File: src/rtl/grid_pkg.sv
// Shared constants and enumerations for the keypad grid cursor controller.
package grid_pkg;

  localparam int unsigned GRID_COLS = 6;
  localparam int unsigned GRID_ROWS = 4;

  typedef enum logic [1:0] {DIR_UP, DIR_DOWN, DIR_LEFT, DIR_RIGHT} dir_t;

  typedef enum logic [1:0] {S_IDLE, S_HOLD, S_REPEAT} move_state_t;

endpackage

File: src/rtl/key_repeat_timer.sv
// Hold/auto-repeat timer: after a start pulse, emits step pulses while the
// latched button stays high (first after HOLD_CYCLES, then every REPEAT_CYCLES).
module key_repeat_timer
  import grid_pkg::*;
#(
  parameter int unsigned HOLD_CYCLES   = 50_000_000,
  parameter int unsigned REPEAT_CYCLES = 10_000_000
) (
  input  logic clk,
  input  logic rst,
  input  logic start,
  input  logic level,
  output logic step_c,
  output logic busy_c
);

  localparam int unsigned MAX_CYCLES  = (HOLD_CYCLES > REPEAT_CYCLES) ? HOLD_CYCLES : REPEAT_CYCLES;
  localparam int unsigned CNT_W       = (MAX_CYCLES > 1) ? $clog2(MAX_CYCLES) : 1;
  localparam logic [CNT_W-1:0] HOLD_LAST   = CNT_W'(HOLD_CYCLES - 1);
  localparam logic [CNT_W-1:0] REPEAT_LAST = CNT_W'(REPEAT_CYCLES - 1);

  move_state_t      state_q, state_d;
  logic [CNT_W-1:0] cnt_q, cnt_d;

  // State and counter registers.
  always_ff @(posedge clk or posedge rst) begin
    if (rst) begin
      state_q <= S_IDLE;
      cnt_q   <= '0;
    end else begin
      state_q <= state_d;
      cnt_q   <= cnt_d;
    end
  end

  // Next-state, counter update and step pulse.
  always_comb begin
    state_d = state_q;
    cnt_d   = cnt_q;
    step_c  = 1'b0;
    busy_c  = (state_q != S_IDLE);
    case (state_q)
      S_IDLE: begin
        if (start) begin
          state_d = S_HOLD;
          cnt_d   = '0;
        end
      end
      S_HOLD: begin
        if (!level) begin
          state_d = S_IDLE;
        end else if (cnt_q == HOLD_LAST) begin
          step_c  = 1'b1;
          cnt_d   = '0;
          state_d = S_REPEAT;
        end else begin
          cnt_d = cnt_q + CNT_W'(1);
        end
      end
      S_REPEAT: begin
        if (!level) begin
          state_d = S_IDLE;
        end else if (cnt_q == REPEAT_LAST) begin
          step_c = 1'b1;
          cnt_d  = '0;
        end else begin
          cnt_d = cnt_q + CNT_W'(1);
        end
      end
      default: state_d = S_IDLE;
    endcase
  end

endmodule

File: src/rtl/grid_cursor_ctrl.sv
// Keypad grid cursor: button edge detection, wrapping cursor moves with
// auto-repeat, enter key valid/ready handshake and per-pixel highlight.
module grid_cursor_ctrl
  import grid_pkg::*;
#(
  parameter int unsigned COLS          = GRID_COLS,
  parameter int unsigned ROWS          = GRID_ROWS,
  parameter int unsigned HOLD_CYCLES   = 50_000_000,
  parameter int unsigned REPEAT_CYCLES = 10_000_000
) (
  input  logic       clk,
  input  logic       rst,
  input  logic       btn_up,
  input  logic       btn_down,
  input  logic       btn_left,
  input  logic       btn_right,
  input  logic       btn_enter,
  input  logic [2:0] matrix_x,
  input  logic [1:0] matrix_y,
  input  logic       in_grid,
  input  logic       key_ready,
  output logic [2:0] cursor_x,
  output logic [1:0] cursor_y,
  output logic       highlight,
  output logic       key_valid,
  output logic [4:0] key_code
);

  localparam logic [2:0] X_LAST = 3'(COLS - 1);
  localparam logic [1:0] Y_LAST = 2'(ROWS - 1);

  // Bit order: {enter, right, left, down, up}
  logic [4:0] btn, btn_prev, press;
  dir_t       dir_q, press_dir, move_dir;
  logic       any_dir, start, step_c, busy_c, level, move_en;
  logic [2:0] x_next;
  logic [1:0] y_next;
  logic [4:0] cur_code;

  assign btn     = {btn_enter, btn_right, btn_left, btn_down, btn_up};
  assign press   = btn & ~btn_prev;
  assign any_dir = |press[3:0];
  assign start   = any_dir & ~busy_c;
  assign move_en = start | step_c;
  assign move_dir = start ? press_dir : dir_q;
  assign cur_code = 5'(cursor_y) * 5'(COLS) + 5'(cursor_x);

  // Resolve simultaneous direction presses: up > down > left > right.
  always_comb begin
    press_dir = DIR_RIGHT;
    if (press[0])      press_dir = DIR_UP;
    else if (press[1]) press_dir = DIR_DOWN;
    else if (press[2]) press_dir = DIR_LEFT;
  end

  // Level of the button that owns the current hold/repeat sequence.
  always_comb begin
    level = 1'b0;
    case (dir_q)
      DIR_UP:    level = btn_up;
      DIR_DOWN:  level = btn_down;
      DIR_LEFT:  level = btn_left;
      DIR_RIGHT: level = btn_right;
      default:   level = 1'b0;
    endcase
  end

  // Wrapping cursor arithmetic, each axis independent.
  always_comb begin
    x_next = cursor_x;
    y_next = cursor_y;
    if (move_en) begin
      case (move_dir)
        DIR_UP:    y_next = (cursor_y == 2'd0)   ? Y_LAST : cursor_y - 2'd1;
        DIR_DOWN:  y_next = (cursor_y == Y_LAST) ? 2'd0   : cursor_y + 2'd1;
        DIR_LEFT:  x_next = (cursor_x == 3'd0)   ? X_LAST : cursor_x - 3'd1;
        DIR_RIGHT: x_next = (cursor_x == X_LAST) ? 3'd0   : cursor_x + 3'd1;
        default: ;
      endcase
    end
  end

  key_repeat_timer #(
    .HOLD_CYCLES   (HOLD_CYCLES),
    .REPEAT_CYCLES (REPEAT_CYCLES)
  ) u_timer (
    .clk    (clk),
    .rst    (rst),
    .start  (start),
    .level  (level),
    .step_c (step_c),
    .busy_c (busy_c)
  );

  // Button history; ones at reset so a held button needs a release first.
  always_ff @(posedge clk or posedge rst) begin
    if (rst) btn_prev <= '1;
    else     btn_prev <= btn;
  end

  // Cursor position and latched direction.
  always_ff @(posedge clk or posedge rst) begin
    if (rst) begin
      cursor_x <= '0;
      cursor_y <= '0;
      dir_q    <= DIR_UP;
    end else begin
      cursor_x <= x_next;
      cursor_y <= y_next;
      if (start) dir_q <= press_dir;
    end
  end

  // Enter handshake: capture pre-move cursor code, hold until accepted.
  always_ff @(posedge clk or posedge rst) begin
    if (rst) begin
      key_valid <= 1'b0;
      key_code  <= '0;
    end else if (!key_valid) begin
      if (press[4]) begin
        key_valid <= 1'b1;
        key_code  <= cur_code;
      end
    end else if (key_ready) begin
      key_valid <= 1'b0;
    end
  end

  // Registered highlight of the selected cell for the renderer.
  always_ff @(posedge clk or posedge rst) begin
    if (rst) highlight <= 1'b0;
    else     highlight <= in_grid && (matrix_x == cursor_x) && (matrix_y == cursor_y);
  end

endmodule

File: config.mk
export PLATFORM = sky130hd
export DESIGN_NAME = grid_cursor_ctrl
export DESIGN_NICKNAME = d
export VERILOG_FILES = /design/src/rtl/grid_pkg.sv /design/src/rtl/key_repeat_timer.sv /design/src/rtl/grid_cursor_ctrl.sv
export SDC_FILE = /design/constraint.sdc
export NUM_CORES = 1
export LEC_CHECK = 0
export CAP_MARGIN = 10
export CORE_MARGIN = 8
export CORE_UTILIZATION = 35
export CTS_CLUSTER_DIAMETER = 150
export DETAILED_ROUTE_END_ITERATION = 12
export HOLD_SLACK_MARGIN = 0.03
export MAX_ROUTING_LAYER = met4
export REMOVE_ABC_BUFFERS = 1
export SLEW_MARGIN = 20
export SYNTH_ARGS = -nofsm -noshare
export SYNTH_HDL_FRONTEND = slang
export SYNTH_HIERARCHICAL = 1
export SYNTH_SLANG_ARGS = --single-unit
File: constraint.sdc
create_clock -name clk -period 5.8 [get_ports clk]
set_clock_uncertainty 0.2 [all_clocks]
set_input_delay 0.58 -clock clk [delete_from_list [all_inputs] [get_ports clk]]
set_output_delay 0.58 -clock clk [all_outputs]
set_load 0.01 [all_outputs]
# After elaboration in Yosys (flattened, before gate mapping)
# Cells that the tools add are included.
# Widths: inputs -> output; s select.
dict set report totals {
  reg_bits 47
  word_cells 88
  mem_bits_rw 0
  mem_count 0
  latchBits 0
  romBits 0
  out_inout_bits 12
  input_bits 14
}
dict set report op_classes {
  n_div 0
  n_eq_ne 19
  mul 1
  mux 30
  shift 0
  reduce_logical 17
  order_cmp 0
  bitwise_logic 6
  n_addsub 6
}
# operator n
set op_table {}
lappend op_table {{$mux 26} 5}
lappend op_table {{$pmux 26 s3} 1}
lappend op_table {{$add 26x1->26 const B} 1}
lappend op_table {{$eq 26x24->1 const B} 1}
lappend op_table {{$eq 26x26->1 const B} 1}
lappend op_table {{$mux 2} 9}
lappend op_table {{$eq 2x2->1 const B} 6}
lappend op_table {{$logic_not 2->1} 4}
lappend op_table {{$mux 1} 8}
lappend op_table {{$eq 2x1->1 const B} 3}
lappend op_table {{$mux 3} 2}
lappend op_table {{$pmux 2 s3} 1}
lappend op_table {{$pmux 3 s2} 1}
lappend op_table {{$reduce_and 2->1} 3}
lappend op_table {{$reduce_bool 2->1} 3}
lappend op_table {{$add 5x3->5} 1}
lappend op_table {{$and 5x5->5} 1}
lappend op_table {{$not 5->5} 1}
lappend op_table {{$mul 2x2->4 const B} 1}
lappend op_table {{$ne 2x1->1 const B} 2}
lappend op_table {{$ne 2x2->1 const B} 2}
lappend op_table {{$pmux 1 s4} 1}
lappend op_table {{$pmux 2 s2} 1}
lappend op_table {{$reduce_and 4->1} 1}
lappend op_table {{17 further kinds} 19}

# Depth between registers and ports, before layout
# Gate-level depths: netlist of run 1.
dict set report depth {
  word_depth 9
  depth_mapped 10
  ltp_nobuf 9
}

# Modules after synthesis
# Netlist of run 1, hierarchy kept.
# module cells_per_inst area_each_um2 n_inst seq_area_each_um2
set by_module_without_submodules {}
lappend by_module_without_submodules {key_repeat_timer 194 1858.0 1 700.7}
lappend by_module_without_submodules {grid_cursor_ctrl 99 1089.8 1 481.7}

# Worst setup path before layout of run 1
# Ideal clock, no wire load.
dict set report synth_path {
  path_type {reg-to-reg}
  from {register u_timer.cnt_q[9]}
  to {register cursor_y[0]}
  t_required_ns 5.532
  setup_slack_ns 3.114
  arrival_time_ns 2.418
  n_path_buf 1
  synth_period_minus_slack_ns 2.686
  stages_incl_launch_ff 9
  path_cell_list {dfrtp_1 -> clkbuf_1 -> or4bb_1 -> or3_1 -> mux2_2 -> nor3_1 -> a31oi_1 -> a311o_1 -> nand3_1}
}
dict set report synth_via {
  elab_chain_cells 6
  elab_cells_between_ends 9
  classes_between {eq/ne: 2; mux: 5; bitwise: 1; reduce/logical: 1}
}
# item line
set synth_rtl {}
lappend synth_rtl {{from (decl)} key_repeat_timer.sv:23} ;# logic [CNT_W-1:0] cnt_q, cnt_d;
lappend synth_rtl {{from (signal assigned)} key_repeat_timer.sv:32} ;# cnt_q <= cnt_d;
lappend synth_rtl {{$eq 26x24->1 / $eq 26x26->1 (equally long branches)} {key_repeat_timer.sv:63, key_repeat_timer.sv:52}}
lappend synth_rtl {{$mux 1 (on tied branches)} {key_repeat_timer.sv:63, key_repeat_timer.sv:52}}
lappend synth_rtl {{$mux 1 (on tied branches)} {key_repeat_timer.sv:61, key_repeat_timer.sv:50}}
lappend synth_rtl {{$pmux 1 s2 *} key_repeat_timer.sv:42} ;# case (state_q)
lappend synth_rtl {{via step_c} grid_cursor_ctrl.sv:35} ;# logic any_dir, start, step_c, busy_c, level, move_en;
lappend synth_rtl {{$or 1x1->1 *} grid_cursor_ctrl.sv:44} ;# assign move_en = start | step_c;
lappend synth_rtl {{$reduce_and 2->1 (no source line) *} n/a}
lappend synth_rtl {{to (signal assigned)} grid_cursor_ctrl.sv:109} ;# cursor_y <= y_next;
lappend synth_rtl {{to (decl)} grid_cursor_ctrl.sv:23} ;# output logic [1:0] cursor_y,
# The timed path passes the listed nets; every way through them passes the cells marked *.
# A chain may end at the register's enable or synchronous reset.

# Final worst setup path of run 1
dict set report layout_path {
  from {input port btn_right}
  to {register u_timer.cnt_q[5]}
}
dict set report layout_via {
  elab_chain_cells 5
  elab_cells_between_ends 8
  classes_between {eq/ne: 3; mux: 1; bitwise: 2; reduce/logical: 2}
}
# item line
set layout_rtl {}
lappend layout_rtl {{from (decl)} grid_cursor_ctrl.sv:16} ;# input logic btn_right,
lappend layout_rtl {{$and 5x5->5} grid_cursor_ctrl.sv:41} ;# assign press = btn & ~btn_prev;
lappend layout_rtl {{$reduce_or 4->1} grid_cursor_ctrl.sv:42} ;# assign any_dir = |press[3:0];
lappend layout_rtl {{$and 1x1->1} grid_cursor_ctrl.sv:43} ;# assign start = any_dir & ~busy_c;
lappend layout_rtl {{via start} grid_cursor_ctrl.sv:35}
lappend layout_rtl {{$ne 2x2->1 (no source line)} n/a}
lappend layout_rtl {{$reduce_and 4->1 (no source line)} n/a}
# The timed path passes the listed nets, and every way through them passes these cells.

==> flow_summary.toml, run 1 <==
[timing]
timing.setup.tns_ns = 0
timing.fmax_mhz = 317
setup-violations-final = 0
slew-limit-headroom_pct = 25.6
grt_setup_unrepaired = "false"
min_period_over_period_pct = 54.3
timing_hold_violations_final = 0
report.final.slew_viol_count = 0
worst_pin_slew_ns = 1.12
timing.final.crit_period_ns = 3.15

[synthesis]
synth.ff_latch_count = 47
syn_area_mm2 = 0.00295
synthFlopType = "dfrtp_1"
synth-warning-count = 6
synth-edff-count = 0
synth_top_family_by_area = "simple AND/OR/NAND/NOR gates"
fraction_of_the_mapped_netlist_area_in_adder_cells_pct = 5.35
avgSynthCellArea_um2 = 10.1
synth.mux.area_fraction_pct = 3.48
syn_inst = 293
synth_async_sr_flop_share_pct = 100
synth_xor_area_share_pct = 6.54
synth-simple-area-share_pct = 20.9
distinct_cell_type_count_of_the_synthesized_netlist = 59
synth-compound-area-share_pct = 19.0
synth.yosys.seq_area_share_pct = 40.1

[setup_path]
cell_with_the_largest_stage_delay_on_the_worst_path = "or3_1"
worst-endpoint-required_ns = 5.84
path_max_fanout = 19
crit_family = "simple AND/OR/NAND/NOR gates"
wp_depth = 9
crit_path_start_kind = "primary input"
crit_path_largest_cell_delay_ns = 0.54
count_of_buffering_cells_on_the_critical_path_with_inverters_included = 1
end_kind = "register"
critical_path_arrival_ns = 3.19
ff2ff_path_depth = 5
regToRegEndpoint = "u_timer/cnt_q[9]"
cp-startpoint = "btn_right"
reg2reg_from = "u_timer/cnt_q[7]"
reg2reg_slack_ns = 2.68
crit_type = "primary input to register"
destination_of_the_critical_timing_path = "u_timer/cnt_q[5]"
timing.critical_path.cells = "clkdlybuf4s50_1 -> nor2b_4 -> nor2_1 -> a31oi_1 -> nand2b_1 -> nand3_1 -> or3_1 -> a221oi_1 -> a21o_1"

[clock_network]
holdBufCountCts = 0
setup_repair_bufs_after_cts = 0
clock_sink_count = 47
clock_path_buffers = 2
clock_tree.htree_level_count = 2
worst_skew_pair_latency_ns = 0.30
cts_buffers = 5
cts-resized-gates = 0
root_buffer = "clkbuf_8"
clk_transition_reported_paths_ns = 0.09
cts_tree = "done"

[routing]
met1_routed_length_um = 3170
highest_layer = "met4"
via_per_inst = 5.34
routed_wl_um = 6310
routed-wl-met3_um = 258
antenna_left = 0
first_iter_violations = 154
post_drt_wl_per_cell_um = 15.0
route.vias.total = 2243
met2_length_um = 2850
detailedRoute.firstPassIterationCount = 4
drcViolationCount = 0

[die]
core-area_mm2 = 0.00818
die_x_um = 108
die_h_um = 108
design.die.area_mm2 = 0.0116
start_util_pct = 36.1
row_count = 33
io-pin-count = 26

[power]
power.total_mw = 1.20
leak_nw = 1.43
vdd.ir_drop.worst_uv = 238
power_per_cell_area_mw_per_mm2 = 356

[run]
max-cap-violations = 0

[place]
port_buffers = 25
last_weighted_congestion_value_of_the_routability_driven_placer = 0.793
post-dp-hpwl_um = 4460

[min_path]
hold_path.class = "register to register"
min_from = "key_code[1]"

[cells_and_area]
insertedDiodeCount = 0
final_net_count = 340
flow.area_growth_from_synthesis_pct = 14.2
mostFrequentLayoutCells = "42 x dfrtp_1, 25 x clkdlybuf4s50_1, 19 x nand2_1, 14 x inv_1, 14 x o21a_1"
post_route_cells_drive_above_1_share_pct = 9.52
layout.cells.most_common = "dfrtp_1"

[outcome]
run_status = "finished, final reports clean"

[global_route]
grt_antenna_before_repair = 0
globalRoute.totalOverflow = 0
grt_pass1_wl_um = 10800
via_count_of_the_first_global_routing_pass = 2213
maximum_number_of_pins_on_one_net_before_global_route_repair = 29
grt_usage_pct = 11.8
-- how the worst min path moves through the flow --
stage                              endpoint  slack [ns]  depth (start not counted)
final                           key_code[1]        0.32                          1
after global routing            key_code[1]        0.33                          1
after CTS                       key_code[1]        0.32                          1
after detailed placement        key_code[2]        0.30                          1
after global placement          key_code[2]        0.29                          1
after floorplan           u_timer/cnt_q[12]        0.32                          1
-- power breakdown --
part	total (mW)	internal [mW]	switching [mW]
clock	0.211	0.0974	0.114
combinational	0.542	0.234	0.308
sequential	0.445	0.381	0.0645
total	1.20	0.712	0.486
-- cell families (layout without fill, tap and decap cells) --
group | Yosys count | after routing
flip-flops | 47 | 47
AND/OR/NAND/NOR | 103 | 103
buffers and inverters | 29 | 51
adder cells (fa/ha/maj) | 12 | 12
AO/OA/AOI/OAI | 72 | 72
XOR/XNOR | 22 | 22
multiplexers | 8 | 8
-- sequential cells by signal (all words and copies together) (netlist names) --
name,cells
btn_prev,5
cursor_x,3
cursor_y,2
key_code,5
u_timer/cnt_q,26
highlight,1
dir_q,2
key_valid,1
u_timer/state_q,2
-- metal layers --
| layer | global-route usage, % | vias to the layer above |
|---|---|---|
| li1 | - | 1123 |
| met1 | 15.2 | 1075 |
| met2 | 17.9 | 43 |
| met3 | 2.93 | 2 |
| met4 | 3.27 | 0 |
| met5 | - | - |
-- synthesized netlist by cell type (5+ instances only) --
cell type  instances  share of area [%]
nor3_1             9                1.5
o21a_1            14                3.6
nor2_1            10                1.3
xnor2_1           12                3.6
clkbuf_1           5               0.64
a221o_1            7                2.4
dfrtp_1           42                 36
nand2_1           19                2.4
a211oi_1           8                2.0
a21o_1             7                1.8
and4_1            10                3.0
ha_1              11                4.7
a22o_1             5                1.5
mux2_2             5                1.9
nand3_1           12                2.0
dfstp_2            5                4.5
xor2_1            10                3.0
inv_1             14                1.8
nand4_1            7                1.5
a21oi_1            8                1.4
-- final cells by class --
| type | count | area, um^2 |
|---|---|---|
| Fill cell | 822 | 4810 |
| Multi-Input combinational cell | 217 | 1630 |
| Sequential cell | 47 | 1180 |
| Timing Repair Buffer | 27 | 265 |
| Tap cell | 105 | 131 |
| Clock buffer | 6 | 82.6 |
| Inverter | 16 | 60.1 |
| Clock inverter | 2 | 16.3 |
-- per-stage QoR --
stage	cells	area (um^2)	util (%)	hold slack, ns	setup WS (ns)
finish	420	3370	41.2	0.321	2.65
detailed placement	412	3270	40.0	0.296	2.35
global placement	412	3270	40.0	0.291	2.42
global route	420	3370	41.2	0.333	2.44
floorplan	280	2870	-	0.316	2.95
CTS	420	3370	41.2	0.324	2.67
(Power assumes the default switching activity.)
==> run 2, diff against run 1 <==
Clock period 5.8 ns to 3.2 ns, I/O delays scaled along.
==> run 2 against run 1 <==
Net effect: utilization up 0.61 points; via count up 0.98%; flip-flop and latch count unchanged; highest routed layer unchanged; hold slack worse by 0.11 ns; clock power up 93%; combinational power up 85%; critical path depth down 3.
==> flow_summary.toml, run 2 (synthesis results as in run 1) <==
[global_route]
grt_pass1_wl_um = 10900
grt.busiest_layer = "met2"
maximum_number_of_pins_on_one_net_before_global_route_repair = 29
grt_antenna_before_repair = 0
via_count_of_the_first_global_routing_pass = 2246
grt_use_met1_pct = 14.6
grtUsageMet3_pct = 2.63
grt.met2_usage_pct = 18.2
grt_usage_pct = 11.7
globalRoute.totalOverflow = 0

[die]
io-pin-count = 26
die_x_um = 108
start_util_pct = 36.1
die_h_um = 108
row_count = 33
core-area_mm2 = 0.00818
design.die.area_mm2 = 0.0116

[routing]
detailedRoute.firstPassIterationCount = 4
antenna_left = 0
first_iter_violations = 81
via_per_inst = 5.32
drcViolationCount = 0
routed_wl_um = 6340
route.vias.total = 2265
post_drt_wl_per_cell_um = 14.9

[cells_and_area]
insertedDiodeCount = 0
mostFrequentLayoutCells = "42 x dfrtp_1, 25 x clkdlybuf4s50_1, 19 x nand2_1, 14 x inv_1, 14 x o21a_1"
layout_top_registers = "u_timer/cnt_q x26, btn_prev x5, key_code x5"
post_route_cells_drive_above_1_share_pct = 11.2
flow.area_growth_from_synthesis_pct = 15.9
fill_cells = 827
fin_area_mm2 = 0.00342
layout.cells.most_common = "dfrtp_1"
registers.top_by_ff_count = "u_timer/cnt_q"
max_ffs_per_register = 26
final_net_count = 346

[clock_network]
holdBufCountCts = 0
cts-resized-gates = 0
cts_tree = "done"
clock_tree.htree_level_count = 2
root_buffer = "clkbuf_8"
setup_repair_bufs_after_cts = 0
worst_skew_pair_latency_ns = 0.31
clock_sink_count = 47
cts_buffers = 5
clock_path_buffers = 2
clk_transition_reported_paths_ns = 0.10

[setup_path]
crit_path_start_kind = "register"
crit_type = "register to register"
crit_path_largest_cell_delay_ns = 0.66
worst-endpoint-required_ns = 3.24
timing.critical_path.cells = "or4b_1 -> or4_1 -> nor3_1 -> a31oi_1 -> a311o_1 -> nand3_1"
cell_with_the_largest_stage_delay_on_the_worst_path = "or4_1"
critical_path_arrival_ns = 2.96
path_max_fanout = 8
count_of_buffering_cells_on_the_critical_path_with_inverters_included = 0
crit_family = "simple AND/OR/NAND/NOR gates"
end_kind = "register"

[timing]
worst_pin_slew_ns = 1.10
min_period_over_period_pct = 91.3
report.final.slew_viol_count = 0
timing.setup.tns_ns = 0
grt_setup_unrepaired = "false"
timing.fmax_mhz = 342
slew-limit-headroom_pct = 26.4
final.setup.worst_slack_ns = 0.278
setup-violations-final = 0
timing_hold_violations_final = 0
finalHoldWorstSlack_ns = 0.212
timing.final.crit_period_ns = 2.92

[run]
max-cap-violations = 0

[power]
power.total_mw = 2.22
vdd.ir_drop.worst_uv = 460
power_per_cell_area_mw_per_mm2 = 650
power_switching_share_pct = 39.6
share_clk_of_total_power_pct = 18.3
combinationalPowerShare_pct = 45.2
p_int_mw = 1.34
leak_nw = 1.47
power.net_switching_mw = 0.881
power.share.sequential_pct = 36.5

[place]
pre_cts_ws_ns = 0.286
post-dp-hpwl_um = 4560
port_buffers = 25
last_weighted_congestion_value_of_the_routability_driven_placer = 0.799
dpl-instance-area_mm2 = 0.00331

[outcome]
run_status = "finished, final reports clean"

[min_path]
hold_path.class = "primary input to asynchronous set/reset pin"
==> run 2: final cells by class <==
| class | count | area, um^2 | share of cell area [%] |
|---|---|---|---|
| timing repair buffer | 33 | 310 | 9.08 |
| clock buffer | 7 | 96.3 | 2.82 |
| clock inverter | 1 | 7.51 | 0.220 |
| inverter | 16 | 60.1 | 1.76 |
| sequential | 47 | 1180 | 34.6 |
| multi-input combinational | 217 | 1630 | 47.7 |
| tap | 105 | 131 | 3.84 |
==> run 2: power by group through the flow <==
stage	Clock, mW	Combinational [mW]	Sequential [mW]
floorplan	0	0.621	0.823
global placement	0	1.01	0.822
detailed placement	0	1.02	0.822
CTS	0.425	1.02	0.815
global route	0.445	1.12	0.832
finish	0.407	1.00	0.810
==> run 2: worst reg2reg max path, stage by stage, from the launching register on <==
cell,delay (ns)
dfrtp_1,0.48
or4b_1,0.55
or4_1,0.66
nor3_1,0.32
a31oi_1,0.21
a311o_1,0.36
nand3_1,0.08
==> run 2: layer usage <==
metal  vias up  wire [um]
met4         0         83
li1       1131          -
met1      1085       3150
met3         9        193
met5         -          0
met2        40       2920
==> run 2: final timing paths <==
| check | endpoint | depth (start not counted) | slack [ns] | startpoint |
|---|---|---|---|---|
| max | cursor_y[0] | 6 | 0.28 | u_timer/cnt_q[7] |
| min | u_timer/cnt_q[25] | 3 | 0.21 | rst |
| max reg2reg | cursor_y[0] | 6 | 0.28 | u_timer/cnt_q[7] |
| min reg2reg | key_code[1] | 1 | 0.32 | key_code[1] |
| max in group asynchronous | cursor_y[0] | 2 | 2.07 | rst |
| min in group clk | btn_prev[4] | 1 | 0.25 | btn_enter |
==> run 2: metrics by stage <==
stage                     utilization (%)  std cells
final                                41.8        426
after global routing                 41.8        426
after CTS                            41.8        426
after detailed placement             40.5        418
after global placement               40.5        418
after floorplan                         -        280
==> run 3, diff against run 2 <==
Settings changed: CORE_MARGIN 8 to unset.
==> run 3 against run 2 <==
Net effect: cell count stayed put; via count is 1.9% higher; first-iteration DRC count is 2.5% higher; largest cell class unchanged.
==> flow_summary.toml, run 3 (synthesis results as in run 1) <==
[clock_network]
worst_skew_pair_latency_ns = 0.30
holdBufCountCts = 0
setup_repair_bufs_after_cts = 0
cts_tree = "done"
root_buffer = "clkbuf_8"
cts_buffers = 5
clk_transition_reported_paths_ns = 0.09
clock_path_buffers = 2
clock_tree.htree_level_count = 2
clock_sink_count = 47
cts-resized-gates = 0

[routing]
route.vias.total = 2307
post_drt_wl_per_cell_um = 14.8
antenna_left = 0
drcViolationCount = 0
routed_wl_um = 6290
via_per_inst = 5.42
first_iter_violations = 83
detailedRoute.firstPassIterationCount = 4

[die]
row_count = 33
die_h_um = 93.8
design.die.area_mm2 = 0.00879
io-pin-count = 26
die_x_um = 93.8
start_util_pct = 36.1
core-area_mm2 = 0.00818

[power]
share_clk_of_total_power_pct = 17.2
leak_nw = 1.46
p_int_mw = 1.33
power.share.sequential_pct = 36.5
combinationalPowerShare_pct = 46.4
power.net_switching_mw = 0.883
power_per_cell_area_mw_per_mm2 = 649
vdd.ir_drop.worst_uv = 350
power_switching_share_pct = 39.9

[global_route]
grt_usage_pct = 16.1
via_count_of_the_first_global_routing_pass = 2234
maximum_number_of_pins_on_one_net_before_global_route_repair = 29
globalRoute.totalOverflow = 0
grt_pass1_wl_um = 10900
grt_antenna_before_repair = 0

[place]
port_buffers = 25
last_weighted_congestion_value_of_the_routability_driven_placer = 0.792
placed_cells = 418
post-dp-hpwl_um = 4520

[cells_and_area]
instances_no_fill = 426
registers.top_by_ff_count = "u_timer/cnt_q"
insertedDiodeCount = 0
post_route_cells_drive_above_1_share_pct = 10.9
fill_cells = 816
layout.cells.most_common = "dfrtp_1"
layout_top_registers = "u_timer/cnt_q x26, btn_prev x5, key_code x5"
final_net_count = 346
max_ffs_per_register = 26
mostFrequentLayoutCells = "42 x dfrtp_1, 25 x clkdlybuf4s50_1, 19 x nand2_1, 14 x inv_1, 14 x o21a_1"
flow.area_growth_from_synthesis_pct = 15.5

[min_path]
hold_path.class = "primary input to asynchronous set/reset pin"

[timing]
worst_pin_slew_ns = 1.17
setup-violations-final = 0
min_period_over_period_pct = 91.0
timing.final.crit_period_ns = 2.91
grt_setup_unrepaired = "false"
timing.setup.tns_ns = 0
timing_hold_violations_final = 0
timing.fmax_mhz = 344
slew-limit-headroom_pct = 22.0
report.final.slew_viol_count = 0

[setup_path]
crit_path_start_kind = "register"
crit_type = "register to register"
worst-endpoint-required_ns = 3.18
reg2reg_slack_ns = 0.29
end_kind = "register"
critical_path_arrival_ns = 2.89
path_max_fanout = 23

[run]
max-cap-violations = 0

[outcome]
run_status = "finished, final reports clean"
-- run 3: final cells by class --
cell class / instances / area [um^2] / area share, %
Sequential cell: 47 / 1180 / 34.7
Clock buffer: 7 / 86.3 / 2.54
Clock inverter: 1 / 5.00 / 0.147
Inverter: 16 / 60.1 / 1.76
Tap cell: 105 / 131 / 3.86
Timing Repair Buffer: 33 / 310 / 9.11
Multi-Input combinational cell: 217 / 1630 / 47.8
-- run 3: metrics by stage --
| step | hold WS [ns] | setup WS, ns | instance area (um^2) | power [mW] | util (%) |
|---|---|---|---|---|---|
| detailed placement | 0.296 | 0.312 | 3310 | 1.84 | 40.5 |
| floorplan | 0.0674 | 0.426 | 2870 | 1.44 | - |
| global route | 0.226 | 0.145 | 3400 | 2.39 | 41.6 |
| global placement | 0.291 | 0.315 | 3310 | 1.84 | 40.5 |
| CTS | 0.219 | 0.298 | 3400 | 2.24 | 41.6 |
| finish | 0.206 | 0.289 | 3400 | 2.21 | 41.6 |
-- run 3: worst paths after layout --
| kind | endpoint | from | cells after the start |
|---|---|---|---|
| worst min-delay path | u_timer/cnt_q[15] | rst | 3 |
| worst max-delay path | u_timer/cnt_q[12] | u_timer/cnt_q[7] | 5 |
| max in group asynchronous | cursor_x[0] | rst | 2 |
| min in group clk | btn_prev[4] | btn_enter | 1 |
| worst max register to register | u_timer/cnt_q[12] | u_timer/cnt_q[7] | 5 |
| worst min register to register | key_code[2] | key_code[2] | 1 |
-- run 3: worst max-delay path, stage by stage (launching register included) --
cell	delay [ns]
dfrtp_1	0.46
or4b_1	0.55
or4_1	0.66
o21ai_4	0.23
a21oi_2	0.29
a221o_1	0.39
-- run 3: power by group through the flow --
stage | Combinational [mW] | Clock, mW | Sequential, mW
5_1_grt | 1.13 | 0.423 | 0.829
6_report | 1.03 | 0.379 | 0.806
4_1_cts | 1.03 | 0.395 | 0.811
3_5_place_dp | 1.03 | 0 | 0.820
3_3_place_gp | 1.02 | 0 | 0.821
2_1_floorplan | 0.621 | 0 | 0.823
-- run 3: layer usage --
metal	up-vias	share of wire, %	track usage, %
met5	-	0	-
met4	0	0.79	3.85
met3	7	3.2	2.83
met2	51	48	26.2
met1	1118	48	21.0
li1	1131	-	-
